## src/rtl/pipe_ctrl_pkg.sv

```systemverilog
// -----------------------------------------------------------------------------
// pipe_ctrl_pkg
// Shared types and constants for the WISC pipeline sequencing controller.
//   state_e    : controller state (RUN, DSTALL, HALTED)
//   REG_ADDR_W : width of a register-file address
//   rule_e     : priority-ordered sequencing rules; a lower value wins
//   pick_rule  : selects the highest-priority active rule for a cycle
// -----------------------------------------------------------------------------
package pipe_ctrl_pkg;

    localparam int REG_ADDR_W = 3;

    typedef enum logic [1:0] {
        RUN    = 2'd0,
        DSTALL = 2'd1,
        HALTED = 2'd2
    } state_e;

    typedef enum logic [2:0] {
        RULE_DMEM_STALL = 3'd1,
        RULE_HALT       = 3'd2,
        RULE_REDIRECT   = 3'd3,
        RULE_LOAD_USE   = 3'd4,
        RULE_IMEM_STALL = 3'd5,
        RULE_ADVANCE    = 3'd6
    } rule_e;

    // First match wins; the order of the tests is the priority order.
    function automatic rule_e pick_rule(
        input logic dmem_busy,
        input logic memwb_halt,
        input logic redirect,
        input logic load_use,
        input logic imem_busy
    );
        if (dmem_busy)       return RULE_DMEM_STALL;
        else if (memwb_halt) return RULE_HALT;
        else if (redirect)   return RULE_REDIRECT;
        else if (load_use)   return RULE_LOAD_USE;
        else if (imem_busy)  return RULE_IMEM_STALL;
        else                 return RULE_ADVANCE;
    endfunction

endpackage

```

## src/rtl/pipe_ctrl_if.sv

```systemverilog
// -----------------------------------------------------------------------------
// pipe_ctrl_if
// Hazard inputs from the datapath and enable/flush outputs to the pipeline
// registers, bundled for the sequencing controller.
//   master : the controller (reads hazard info, drives enables/flushes)
//   slave  : the datapath side (drives hazard info, reads enables/flushes)
// Hazard info : ifid_rs, ifid_rt, ifid_uses_rs, ifid_uses_rt, idex_rd,
//               idex_load, exmem_redirect, memwb_halt, imem_busy, dmem_busy
// Controls    : pc_en, ifid_en, idex_en, exmem_en, memwb_en, ifid_flush,
//               idex_flush, exmem_flush, pc_sel_redirect, halted
// -----------------------------------------------------------------------------
interface pipe_ctrl_if;

    logic [pipe_ctrl_pkg::REG_ADDR_W-1:0] ifid_rs;
    logic [pipe_ctrl_pkg::REG_ADDR_W-1:0] ifid_rt;
    logic                                 ifid_uses_rs;
    logic                                 ifid_uses_rt;
    logic [pipe_ctrl_pkg::REG_ADDR_W-1:0] idex_rd;
    logic                                 idex_load;
    logic                                 exmem_redirect;
    logic                                 memwb_halt;
    logic                                 imem_busy;
    logic                                 dmem_busy;

    logic pc_en;
    logic ifid_en;
    logic idex_en;
    logic exmem_en;
    logic memwb_en;
    logic ifid_flush;
    logic idex_flush;
    logic exmem_flush;
    logic pc_sel_redirect;
    logic halted;

    modport master (
        input  ifid_rs, ifid_rt, ifid_uses_rs, ifid_uses_rt, idex_rd,
               idex_load, exmem_redirect, memwb_halt, imem_busy, dmem_busy,
        output pc_en, ifid_en, idex_en, exmem_en, memwb_en,
               ifid_flush, idex_flush, exmem_flush, pc_sel_redirect, halted
    );

    modport slave (
        output ifid_rs, ifid_rt, ifid_uses_rs, ifid_uses_rt, idex_rd,
               idex_load, exmem_redirect, memwb_halt, imem_busy, dmem_busy,
        input  pc_en, ifid_en, idex_en, exmem_en, memwb_en,
               ifid_flush, idex_flush, exmem_flush, pc_sel_redirect, halted
    );

endinterface

```

## src/rtl/pipe_ctrl_sat_counter.sv

```systemverilog
// -----------------------------------------------------------------------------
// sat_counter
// Up-counter that sticks at all-ones instead of wrapping.
//   clk   : rising-edge clock
//   rst   : asynchronous active-low reset, clears count
//   inc   : count this cycle
//   count : current value (W bits)
// -----------------------------------------------------------------------------
module sat_counter #(
    parameter int W = 16
) (
    input  logic         clk,
    input  logic         rst,
    input  logic         inc,
    output logic [W-1:0] count
);

    always_ff @(posedge clk or negedge rst) begin
        if (!rst) begin
            count <= '0;
        end else if (inc && (count != {W{1'b1}})) begin
            count <= count + W'(1);
        end
    end

endmodule

```

## src/rtl/pipe_ctrl.sv

```systemverilog
// -----------------------------------------------------------------------------
// pipe_ctrl
// Pipeline sequencing controller for the five-stage WISC core. Each cycle it
// drives the PC / IF-ID / ID-EX / EX-MEM / MEM-WB enables and bubble flushes,
// resolving data-memory stalls, halt retirement, MEM-stage redirects,
// load-use hazards and instruction-memory stalls (in that priority).
//   clk          : rising-edge clock
//   rst          : asynchronous active-low reset
//   bus          : pipe_ctrl_if.master (hazard inputs, enable/flush outputs)
//   stall_cycles : cycles with the PC frozen (saturating)
//   flush_events : redirect flushes (saturating)
// Optional feature macro: PIPE_CTRL_PERF_EN. When undefined the two counter
// outputs are tied to zero and no counter flops are built.
// -----------------------------------------------------------------------------
module pipe_ctrl
    import pipe_ctrl_pkg::*;
#(
    parameter int CNT_W = 16
) (
    input  logic             clk,
    input  logic             rst,
    pipe_ctrl_if.master      bus,
    output logic [CNT_W-1:0] stall_cycles,
    output logic [CNT_W-1:0] flush_events
);

    state_e state;
    state_e state_nxt;
    rule_e  rule;
    logic   load_use;

    logic pc_en, ifid_en, idex_en, exmem_en, memwb_en;
    logic ifid_flush, idex_flush, exmem_flush;
    logic pc_sel_redirect, halted;

    // Register 0 is deliberately not excluded: a match on r0 still stalls.
    assign load_use = bus.idex_load &
                      ((bus.ifid_uses_rs & (bus.ifid_rs == bus.idex_rd)) |
                       (bus.ifid_uses_rt & (bus.ifid_rt == bus.idex_rd)));

    assign rule = pick_rule(bus.dmem_busy, bus.memwb_halt, bus.exmem_redirect,
                            load_use, bus.imem_busy);

    always_ff @(posedge clk or negedge rst) begin
        if (!rst) begin
            state <= RUN;
        end else begin
            state <= state_nxt;
        end
    end

    // RUN and DSTALL share the same rules, which makes leaving DSTALL free:
    // the release cycle already advances the pipe. A flushed register always
    // has its enable set so the bubble is actually captured.
    always_comb begin
        pc_en           = 1'b0;
        ifid_en         = 1'b0;
        idex_en         = 1'b0;
        exmem_en        = 1'b0;
        memwb_en        = 1'b0;
        ifid_flush      = 1'b0;
        idex_flush      = 1'b0;
        exmem_flush     = 1'b0;
        pc_sel_redirect = 1'b0;
        halted          = 1'b0;
        state_nxt       = state;

        if (!rst) begin
            state_nxt = RUN;
        end else if (state == HALTED) begin
            halted = 1'b1;
        end else begin
            state_nxt = RUN;
            unique case (rule)
                RULE_DMEM_STALL: begin
                    state_nxt = DSTALL;
                end
                RULE_HALT: begin
                    memwb_en  = 1'b1;
                    state_nxt = HALTED;
                end
                RULE_REDIRECT: begin
                    pc_en           = 1'b1;
                    ifid_en         = 1'b1;
                    idex_en         = 1'b1;
                    exmem_en        = 1'b1;
                    memwb_en        = 1'b1;
                    ifid_flush      = 1'b1;
                    idex_flush      = 1'b1;
                    exmem_flush     = 1'b1;
                    pc_sel_redirect = 1'b1;
                end
                RULE_LOAD_USE: begin
                    // Hold the consumer in IF/ID for one cycle while the load
                    // moves on to EX/MEM; ID/EX receives a bubble.
                    idex_en    = 1'b1;
                    exmem_en   = 1'b1;
                    memwb_en   = 1'b1;
                    idex_flush = 1'b1;
                end
                RULE_IMEM_STALL: begin
                    ifid_en    = 1'b1;
                    idex_en    = 1'b1;
                    exmem_en   = 1'b1;
                    memwb_en   = 1'b1;
                    ifid_flush = 1'b1;
                end
                default: begin
                    pc_en    = 1'b1;
                    ifid_en  = 1'b1;
                    idex_en  = 1'b1;
                    exmem_en = 1'b1;
                    memwb_en = 1'b1;
                end
            endcase
        end
    end

    assign bus.pc_en           = pc_en;
    assign bus.ifid_en         = ifid_en;
    assign bus.idex_en         = idex_en;
    assign bus.exmem_en        = exmem_en;
    assign bus.memwb_en        = memwb_en;
    assign bus.ifid_flush      = ifid_flush;
    assign bus.idex_flush      = idex_flush;
    assign bus.exmem_flush     = exmem_flush;
    assign bus.pc_sel_redirect = pc_sel_redirect;
    assign bus.halted          = halted;

`ifdef PIPE_CTRL_PERF_EN
    logic stall_inc;
    logic flush_inc;

    assign stall_inc = rst & (state != HALTED) & ~pc_en;
    assign flush_inc = rst & (state != HALTED) & (rule == RULE_REDIRECT);

    sat_counter #(.W(CNT_W)) u_stall_cnt (
        .clk   (clk),
        .rst   (rst),
        .inc   (stall_inc),
        .count (stall_cycles)
    );

    sat_counter #(.W(CNT_W)) u_flush_cnt (
        .clk   (clk),
        .rst   (rst),
        .inc   (flush_inc),
        .count (flush_events)
    );
`else
    assign stall_cycles = '0;
    assign flush_events = '0;
`endif

endmodule

```

## src/flat_wrapper.sv

```systemverilog
// flat-port wrapper written by rule: the top's interface ports become plain ports
module pipe_ctrl_flat import pipe_ctrl_pkg::*;
#(
    parameter int CNT_W = 16
)
  (clk, rst, stall_cycles, flush_events, bus_ifid_rs, bus_ifid_rt, bus_ifid_uses_rs, bus_ifid_uses_rt, bus_idex_rd, bus_idex_load, bus_exmem_redirect, bus_memwb_halt, bus_imem_busy, bus_dmem_busy, bus_pc_en, bus_ifid_en, bus_idex_en, bus_exmem_en, bus_memwb_en, bus_ifid_flush, bus_idex_flush, bus_exmem_flush, bus_pc_sel_redirect, bus_halted);
  pipe_ctrl_if bus_i ();
  input  logic clk;
  input  logic rst;
  output logic [CNT_W-1:0] stall_cycles;
  output logic [CNT_W-1:0] flush_events;
  input wire logic [$bits(bus_i.ifid_rs)-1:0] bus_ifid_rs;
  input wire logic [$bits(bus_i.ifid_rt)-1:0] bus_ifid_rt;
  input wire logic [$bits(bus_i.ifid_uses_rs)-1:0] bus_ifid_uses_rs;
  input wire logic [$bits(bus_i.ifid_uses_rt)-1:0] bus_ifid_uses_rt;
  input wire logic [$bits(bus_i.idex_rd)-1:0] bus_idex_rd;
  input wire logic [$bits(bus_i.idex_load)-1:0] bus_idex_load;
  input wire logic [$bits(bus_i.exmem_redirect)-1:0] bus_exmem_redirect;
  input wire logic [$bits(bus_i.memwb_halt)-1:0] bus_memwb_halt;
  input wire logic [$bits(bus_i.imem_busy)-1:0] bus_imem_busy;
  input wire logic [$bits(bus_i.dmem_busy)-1:0] bus_dmem_busy;
  output wire logic [$bits(bus_i.pc_en)-1:0] bus_pc_en;
  output wire logic [$bits(bus_i.ifid_en)-1:0] bus_ifid_en;
  output wire logic [$bits(bus_i.idex_en)-1:0] bus_idex_en;
  output wire logic [$bits(bus_i.exmem_en)-1:0] bus_exmem_en;
  output wire logic [$bits(bus_i.memwb_en)-1:0] bus_memwb_en;
  output wire logic [$bits(bus_i.ifid_flush)-1:0] bus_ifid_flush;
  output wire logic [$bits(bus_i.idex_flush)-1:0] bus_idex_flush;
  output wire logic [$bits(bus_i.exmem_flush)-1:0] bus_exmem_flush;
  output wire logic [$bits(bus_i.pc_sel_redirect)-1:0] bus_pc_sel_redirect;
  output wire logic [$bits(bus_i.halted)-1:0] bus_halted;
  assign bus_i.ifid_rs = bus_ifid_rs;
  assign bus_i.ifid_rt = bus_ifid_rt;
  assign bus_i.ifid_uses_rs = bus_ifid_uses_rs;
  assign bus_i.ifid_uses_rt = bus_ifid_uses_rt;
  assign bus_i.idex_rd = bus_idex_rd;
  assign bus_i.idex_load = bus_idex_load;
  assign bus_i.exmem_redirect = bus_exmem_redirect;
  assign bus_i.memwb_halt = bus_memwb_halt;
  assign bus_i.imem_busy = bus_imem_busy;
  assign bus_i.dmem_busy = bus_dmem_busy;
  assign bus_pc_en = bus_i.pc_en;
  assign bus_ifid_en = bus_i.ifid_en;
  assign bus_idex_en = bus_i.idex_en;
  assign bus_exmem_en = bus_i.exmem_en;
  assign bus_memwb_en = bus_i.memwb_en;
  assign bus_ifid_flush = bus_i.ifid_flush;
  assign bus_idex_flush = bus_i.idex_flush;
  assign bus_exmem_flush = bus_i.exmem_flush;
  assign bus_pc_sel_redirect = bus_i.pc_sel_redirect;
  assign bus_halted = bus_i.halted;
  pipe_ctrl #(.CNT_W(CNT_W)) u_core (.clk(clk), .rst(rst), .bus(bus_i), .stall_cycles(stall_cycles), .flush_events(flush_events));
endmodule
```

## config.mk

```make
export PLATFORM = sky130hd
export DESIGN_NAME = pipe_ctrl_flat
export DESIGN_NICKNAME = d
export VERILOG_FILES = /design/src/rtl/pipe_ctrl_pkg.sv /design/src/rtl/pipe_ctrl_if.sv /design/src/rtl/pipe_ctrl_sat_counter.sv /design/src/rtl/pipe_ctrl.sv /design/src/flat_wrapper.sv
export SDC_FILE = /design/constraint.sdc
export NUM_CORES = 1
export LEC_CHECK = 0
export ABC_AREA = 1
export BUFFER_PORTS_ARGS = -buffer_cell sky130_fd_sc_hd__buf_2
export CAP_MARGIN = 20
export CORE_MARGIN = 4
export CORE_UTILIZATION = 35
export CTS_CLUSTER_SIZE = 10
export DETAILED_ROUTE_END_ITERATION = 12
export PLACE_DENSITY = 0.78
export REMOVE_ABC_BUFFERS = 1
export SYNTH_ARGS = -nofsm -noshare
export SYNTH_HDL_FRONTEND = slang
export SYNTH_SLANG_ARGS = --single-unit
```

## constraint.sdc

```tcl
create_clock -name clk -period 1.5 [get_ports clk]
set_input_delay 0.3 -clock clk [delete_from_list [all_inputs] [get_ports clk]]
set_output_delay 0.3 -clock clk [all_outputs]
set_load 0.02 [all_outputs]
```

; Word-level counts from Yosys, hierarchy flattened
; Index checks and enable logic that the tools add are counted.
; Widths: inputs -> output; s select.
[classes]
eq_ne = 9
mux = 31
bitwise_logic = 4
n_reduce_logical = 5
[op_table]
columns = operator, n
row1 = $mux 1, 23
row2 = $mux 3, 4
row3 = $eq 3x2->1 const B, 2
row4 = $eq 3x3->1, 2
row5 = $eq 3x3->1 const B, 2
row6 = $mux 2, 3
row7 = $reduce_or 2->1, 3
row8 = $pmux 2 s2, 1
row9 = $reduce_or 4->1, 1
row10 = $and 1x1->1, 3
row11 = $eq 3x1->1 const B, 1
row12 = $reduce_or 3->1, 1
row13 = $eq 2x2->1 const B, 1
row14 = $ne 2x2->1 const B, 1
row15 = $or 1x1->1, 1
[word_totals]
register_bits = 2
input_bits = 18
output_inout_bits = 42
elab_cells = 50

; Longest topological paths before layout
; Gate-level depths: netlist (run 1).
[logic_depth]
depth_word = 13
ltp_mapped = 12
mapped_depth_nobuf = 12

; Least setup slack after synthesis (run 1)
; Ideal clock, no wire load.
[synth_path]
path_type = reg-to-output
from = register u_core.state[1]
to = output bus_idex_flush
t_arrival_ps = 1471
required_time_ps = 1200
path_slack_ps = -271
stages_incl_launch_ff = 12
path_buffers = 0
cell_sequence = dfrtp_1 inv_1 nor2_1 nor2_2 inv_2 nor2_4 inv_2 nor2_4 inv_2 nor2_4 inv_1 nand2_1
[synth_between]
elab_chain_len = 3
[synth_lines]
columns = item, line_no
row1 = start: declaration, pipe_ctrl.sv:27  ; state_e state;
row2 = start signal: assignment, pipe_ctrl.sv:48  ; state <= state_nxt;
row3 = $eq 2x2->1, pipe_ctrl.sv:70  ; end else if (state == HALTED) begin
row4 = $mux 1, pipe_ctrl.sv:70
row5 = $mux 1, pipe_ctrl.sv:68  ; if (!rst) begin
row6 = end: declaration, flat_wrapper.sv:28  ; output wire logic [$bits(bus_i.idex_flush)-1:0] bus_idex_flush;
; Every way passes these cells.

; Worst setup path in the final report (run 1)
; Same ends and word-level chain as after synthesis.

==> run metrics, run 1 <==
IO Pins 60; leading area contributor after synthesis buf_4; number of library cell types mapped by synthesis 13; Critical Path Start Type flop; post-synth design cell area 612 um^2; #FFs+latches synth 2; final hold viol count 0; nets@finish 159; Area Overhead vs Synth 28.2%; Worst Setup Slack, final -333 ps; Die ar. 2480 um^2; final setup vio count 8; CTS tree yes; final worst-path cycle share 1.22; DR iter-0 viols 6; Synth Area in XOR/XNOR 0; Required @ worst endpoint 1200 ps; LEAKAGE 0.511 nW; CTS Sinks 2; H-tree level count 1; Yosys warning count 0; via density per instance 3.71; overall routing resource usage 0.0957; DRC 0; critical path class reg -> out; FF-to-FF Start u_core.state[1]; Routed WL 1.30 mm; fin area 785 um^2; adder-cell share of the synthesized area 0; Final Critical Period 1830 ps; status finished, violations left; violated checks negative setup slack; dpl hpwl 1.10 mm; Clock Pin Slew Worst Setup and Hold Paths 30 ps; Synth Area in Simple Gates 0.352; max frequency 0.546 GHz; HP Start bus_dmem_busy; clk root buf clkbuf_4; largest family of logic cells by synthesized area buffers and inverters; Rows 14; DIE HEIGHT 49.8 um; Biggest register u_core.state; Multi-input gate area 378 um^2; total CTS buffers 3; initial antenna violation count 0; largest net degree at the start of global routing 5; clock skew 5.94 ps; Register Area 50.0 um^2; vias in the first global route 439; maximum VDD drop 183 uV; Max Buffers Root-to-Sink 2; DIE WIDTH 49.8 um; Routed Antenna Nets 0; diodes inserted 0; worst-path fanout max 3; routability cong. 0.723; CP Capture Type output pin; max-slew violations 0; fill count 172; Syn Area/Cell 6.00 um^2; max FFs per register 2; initial core utilization 0.388; drt pass-1 iters 3; RSZ-0062 raised after global routing true; Setup crit start u_core.state[1]; global-route wire length before repair 1.80 mm; DR WL/cell 8.39 um; min-delay worst type in -> reg; Worst EP arrival 1530 ps; register area share after synthesis 0.0818; max capacitance violation total 0; Clock Latency Late Sink 230 ps; Total Power 421 uW; top area cells in the synthesized netlist buf_4 (42%), nand2_1 (13%), dfrtp_1 (8.2%); fraction of layout cells with a size suffix above 1 0.453; top flop regs u_core.state x2; Area after DPL 666 um^2; count of input and output buffers 27; mux contribution to synthesized area 0; Synth top area share 0.417; via count 575; CORE AREA 1580 um^2; cells after synthesis 102; gr ovfl total 0; PD cells 536 nW/um^2; post-synthesis compound-gate area fraction 0.0266
[final timing paths]
path | endpoint | slack [ps] | depth (start not counted)
min in group asynchronous | u_core.state[1] | 500 | 3
min reg2reg | u_core.state[1] | 590 | 3
max | bus_idex_flush | -330 | 12
min | u_core.state[0] | 350 | 3
max reg2reg | u_core.state[1] | 370 | 8
max in group asynchronous | u_core.state[0] | 900 | 3
[stage by stage]
step | instances | worst slack (ps) | hold WS [ps] | TNS [ps] | util
floorplan | 99 | -458 | 4.41 | -1580 | -
CTS | 154 | -267 | 346 | -1600 | 0.485
global route | 155 | -448 | 344 | -2950 | 0.498
global placement | 147 | -72.9 | 196 | -138 | 0.422
detailed placement | 147 | -113 | 198 | -204 | 0.422
finish | 155 | -333 | 349 | -2160 | 0.498
[cells in the mapped netlist]
cell,count
inv_2,6
nand2_1,21
nor2_1,10
dfrtp_1,2
nor2_2,2
nor2_4,4
a21oi_1,2
nand2_2,5
conb_1,1
o22ai_1,1
nand3_2,1
inv_1,13
buf_4,34
[logic make-up after synthesis]
family,after synthesis
flops,2
simple gates,43
other cells,1
buf+inv,53
compound gates,3
[worst max-delay path, cell delays in order, from the launching register on]
cell,delay [ps]
dfrtp_1,370
inv_2,70
nor2_4,40
nor2_4,110
inv_2,60
nor2_4,110
inv_2,60
nor2_4,110
inv_2,60
nor2_4,120
inv_2,40
nand2_2,50
buf_6,110
[routing by layer]
layer,GRT usage,wire (um),up-vias
met1,0.0976,475,230
met3,0.0422,184,2
met4,0.0691,17,0
met2,0.154,625,40
met5,0,0,-
li1,-,-,303
[power by group]
part | leakage [nW] | total (mW) | internal, mW | switching (mW)
Clock | 0.0138 | 0.123 | 0.0886 | 0.0340
Combinational | 0.471 | 0.238 | 0.0775 | 0.160
Sequential | 0.0263 | 0.0604 | 0.0582 | 0.00228
[placed cells by master (no fill, tap or decap), types with 2 or more instances in the layout]
cell type  Yosys  layout
conb_1         1      32
buf_2          0      21
nand2_1       21      20
inv_1         13      11
buf_4         34      11
inv_2          6       8
nor2_1        10       8
nor2_4         4       7
nand2_2        5       6
buf_6          0       4
clkbuf_4       0       3
dfrtp_1        2       2
[layout make-up]
type | instances | area share
Multi-Input combinational cell | 78 | 0.482
Timing Repair Buffer | 37 | 0.309
Inverter | 19 | 0.0909
Sequential cell | 2 | 0.0638
Clock buffer | 3 | 0.0287
Tap cell | 16 | 0.0255
[what timing repair did]
action	CTS	global route
hold buffers	1	0
pin swaps	1	6
setup buffers	4	1
endpoints found under the hold margin	2	0
endpoints found under the setup margin	8	9
gates resized for setup	14	5
Note: power is estimated with default switching activity, not from simulation.
==> inputs of run 2 (changes only) <==
--- a/config.mk
+++ b/config.mk
@@ -13,6 +13,7 @@
 export CTS_CLUSTER_SIZE = 10
 export DETAILED_ROUTE_END_ITERATION = 12
 export PLACE_DENSITY = 0.78
+export RECOVER_POWER = 25
 export REMOVE_ABC_BUFFERS = 1
 export SYNTH_ARGS = -nofsm -noshare
 export SYNTH_HDL_FRONTEND = slang
==> run 2 against run 1 <==
Against the previous run: the flow still finishes with violations (negative setup slack); critical endpoint unchanged; via count unchanged; total power shrank 0.28%; maximum frequency stayed put; setup slack is the same; sequential share of layout area about the same; first-iteration DRC count unchanged; cell count unchanged; wire length down 0.15%; critical path type unchanged; largest power group unchanged.
==> run metrics, run 2 (synthesized netlist as in run 1, its figures left out) <==
Max Buffers Root-to-Sink 2; WP buf/inv 6; nets@finish 159; Area Overhead vs Synth 27.6%; Routed WL 1.30 mm; clk root buf clkbuf_4; via density per instance 3.71; Biggest register u_core.state; Worst Setup Slack, final -333 ps; critical path class reg -> out; Required @ worst endpoint 1200 ps; global-route wire length before repair 1.80 mm; DRC 0; drt pass-1 iters 3; DR WL/cell 8.38 um; max FFs per register 2; crit path max-delay cell type dfrtp_1; total CTS buffers 3; CTS tree yes; vias in the first global route 439; Rows 14; CTS Sinks 2; Register Area 50.0 um^2; Routed Antenna Nets 0; DIE WIDTH 49.8 um; PD cells 537 nW/um^2; commonest cells after routing, fill and taps aside conb_1 (32), buf_2 (21), nand2_1 (20), inv_1 (11), buf_4 (10); max-slew violations 0; max frequency 0.546 GHz; Cell Count, Final, Fillers Out 155; Die ar. 2480 um^2; Hold WS 349 ps; final core occ 0.495; worst-path fanout max 3; fill count 171; status finished, violations left; maximum VDD drop 183 uV; most common cell after layout, fill and taps aside conb_1; dpl hpwl 1.10 mm; IO Pins 60; Clock Latency Late Sink 230 ps; Clock Pin Slew Worst Setup and Hold Paths 30 ps; initial antenna violation count 0; top flop regs u_core.state x2; max incr delay on CP 370 ps; Worst EP arrival 1530 ps; CP top delay family simple AND/OR/NAND/NOR gates; DR iter-0 viols 6; largest net degree at the start of global routing 5; clock skew 5.94 ps; overall routing resource usage 0.0957; diodes inserted 0; CORE AREA 1580 um^2; H-tree level count 1; fraction of layout cells with a size suffix above 1 0.446; CP Capture Type output pin; via count 575; final setup vio count 8; DIE HEIGHT 49.8 um; RSZ-0062 raised after global routing true; max capacitance violation total 0; initial core utilization 0.388; placed insts 147; crit-path cells inv_2, nor2_4, nor2_4, inv_2, nor2_4, inv_2, nor2_4, inv_2, nor2_4, inv_2, nand2_2, buf_6; gr ovfl total 0; min-delay worst type in -> reg; Final Critical Period 1830 ps; final worst-path cycle share 1.22; LEAKAGE 0.507 nW; Multi-input gate area 378 um^2; final hold viol count 0; violated checks negative setup slack; count of input and output buffers 27; Critical Path Start Type flop; routability cong. 0.723
run 2: cell count changes in the layout (fill, tap and decap cells not counted):
cell	delta
buf_4	-1
clkbuf_1	+1
run 2: routing by layer:
layer	global-route usage	share of wire	up-vias
li1	-	-	303
met1	0.0976	0.36	230
met2	0.154	0.48	40
met3	0.0422	0.14	2
met4	0.0691	0.013	0
met5	0	0	-
run 2: layout make-up:
cell class / instances / area share
tap: 16 / 0.0256
clock buffer: 3 / 0.0288
sequential: 2 / 0.0641
multi-input combinational: 78 / 0.484
timing repair buffer: 37 / 0.306
inverter: 19 / 0.0913
run 2: final timing paths:
| kind | cells after the start | startpoint | slack [ps] | endpoint |
|---|---|---|---|---|
| max reg2reg | 8 | u_core.state[1] | 370 | u_core.state[1] |
| min | 3 | bus_dmem_busy | 350 | u_core.state[0] |
| min reg2reg | 3 | u_core.state[0] | 590 | u_core.state[1] |
| max in group asynchronous | 3 | rst | 860 | u_core.state[0] |
| min in group asynchronous | 3 | rst | 500 | u_core.state[1] |
| max | 12 | u_core.state[1] | -330 | bus_idex_flush |
run 2: metrics by stage:
stage	area (um^2)	setup slack, ps	TNS (ps)	total power [mW]
2_1_floorplan	473	-458	-1580	0.204
3_3_place_gp	666	-72.9	-138	0.261
3_5_place_dp	666	-113	-204	0.265
4_1_cts	764	-267	-1600	0.412
5_1_grt	781	-448	-2950	0.457
6_report	781	-333	-2160	0.419
run 2: report_power, final:
part | switching, mW | internal, mW | leakage, nW | total (mW)
clock | 0.0340 | 0.0886 | 0.0138 | 0.123
combinational | 0.160 | 0.0764 | 0.467 | 0.236
sequential | 0.00228 | 0.0582 | 0.0263 | 0.0604
total | 0.196 | 0.223 | 0.507 | 0.419
run 2: worst register-to-register path, stage by stage, from the launching register on:
cell	delay [ps]
dfrtp_1	370
inv_2	70
nor2_4	40
nor2_4	110
inv_2	60
nor2_4	110
inv_2	60
buf_4	140
o22ai_1	110
run 2: what timing repair did:
action / 4_1_cts / 5_1_grt
setup buffers: 4 / 1
pin swaps: 1 / 6
endpoints found under the hold margin: 2 / 0
cloned: 0 / 0
setup endpoints to repair: 8 / 9
resized for setup: 14 / 5
hold buffers: 1 / 0
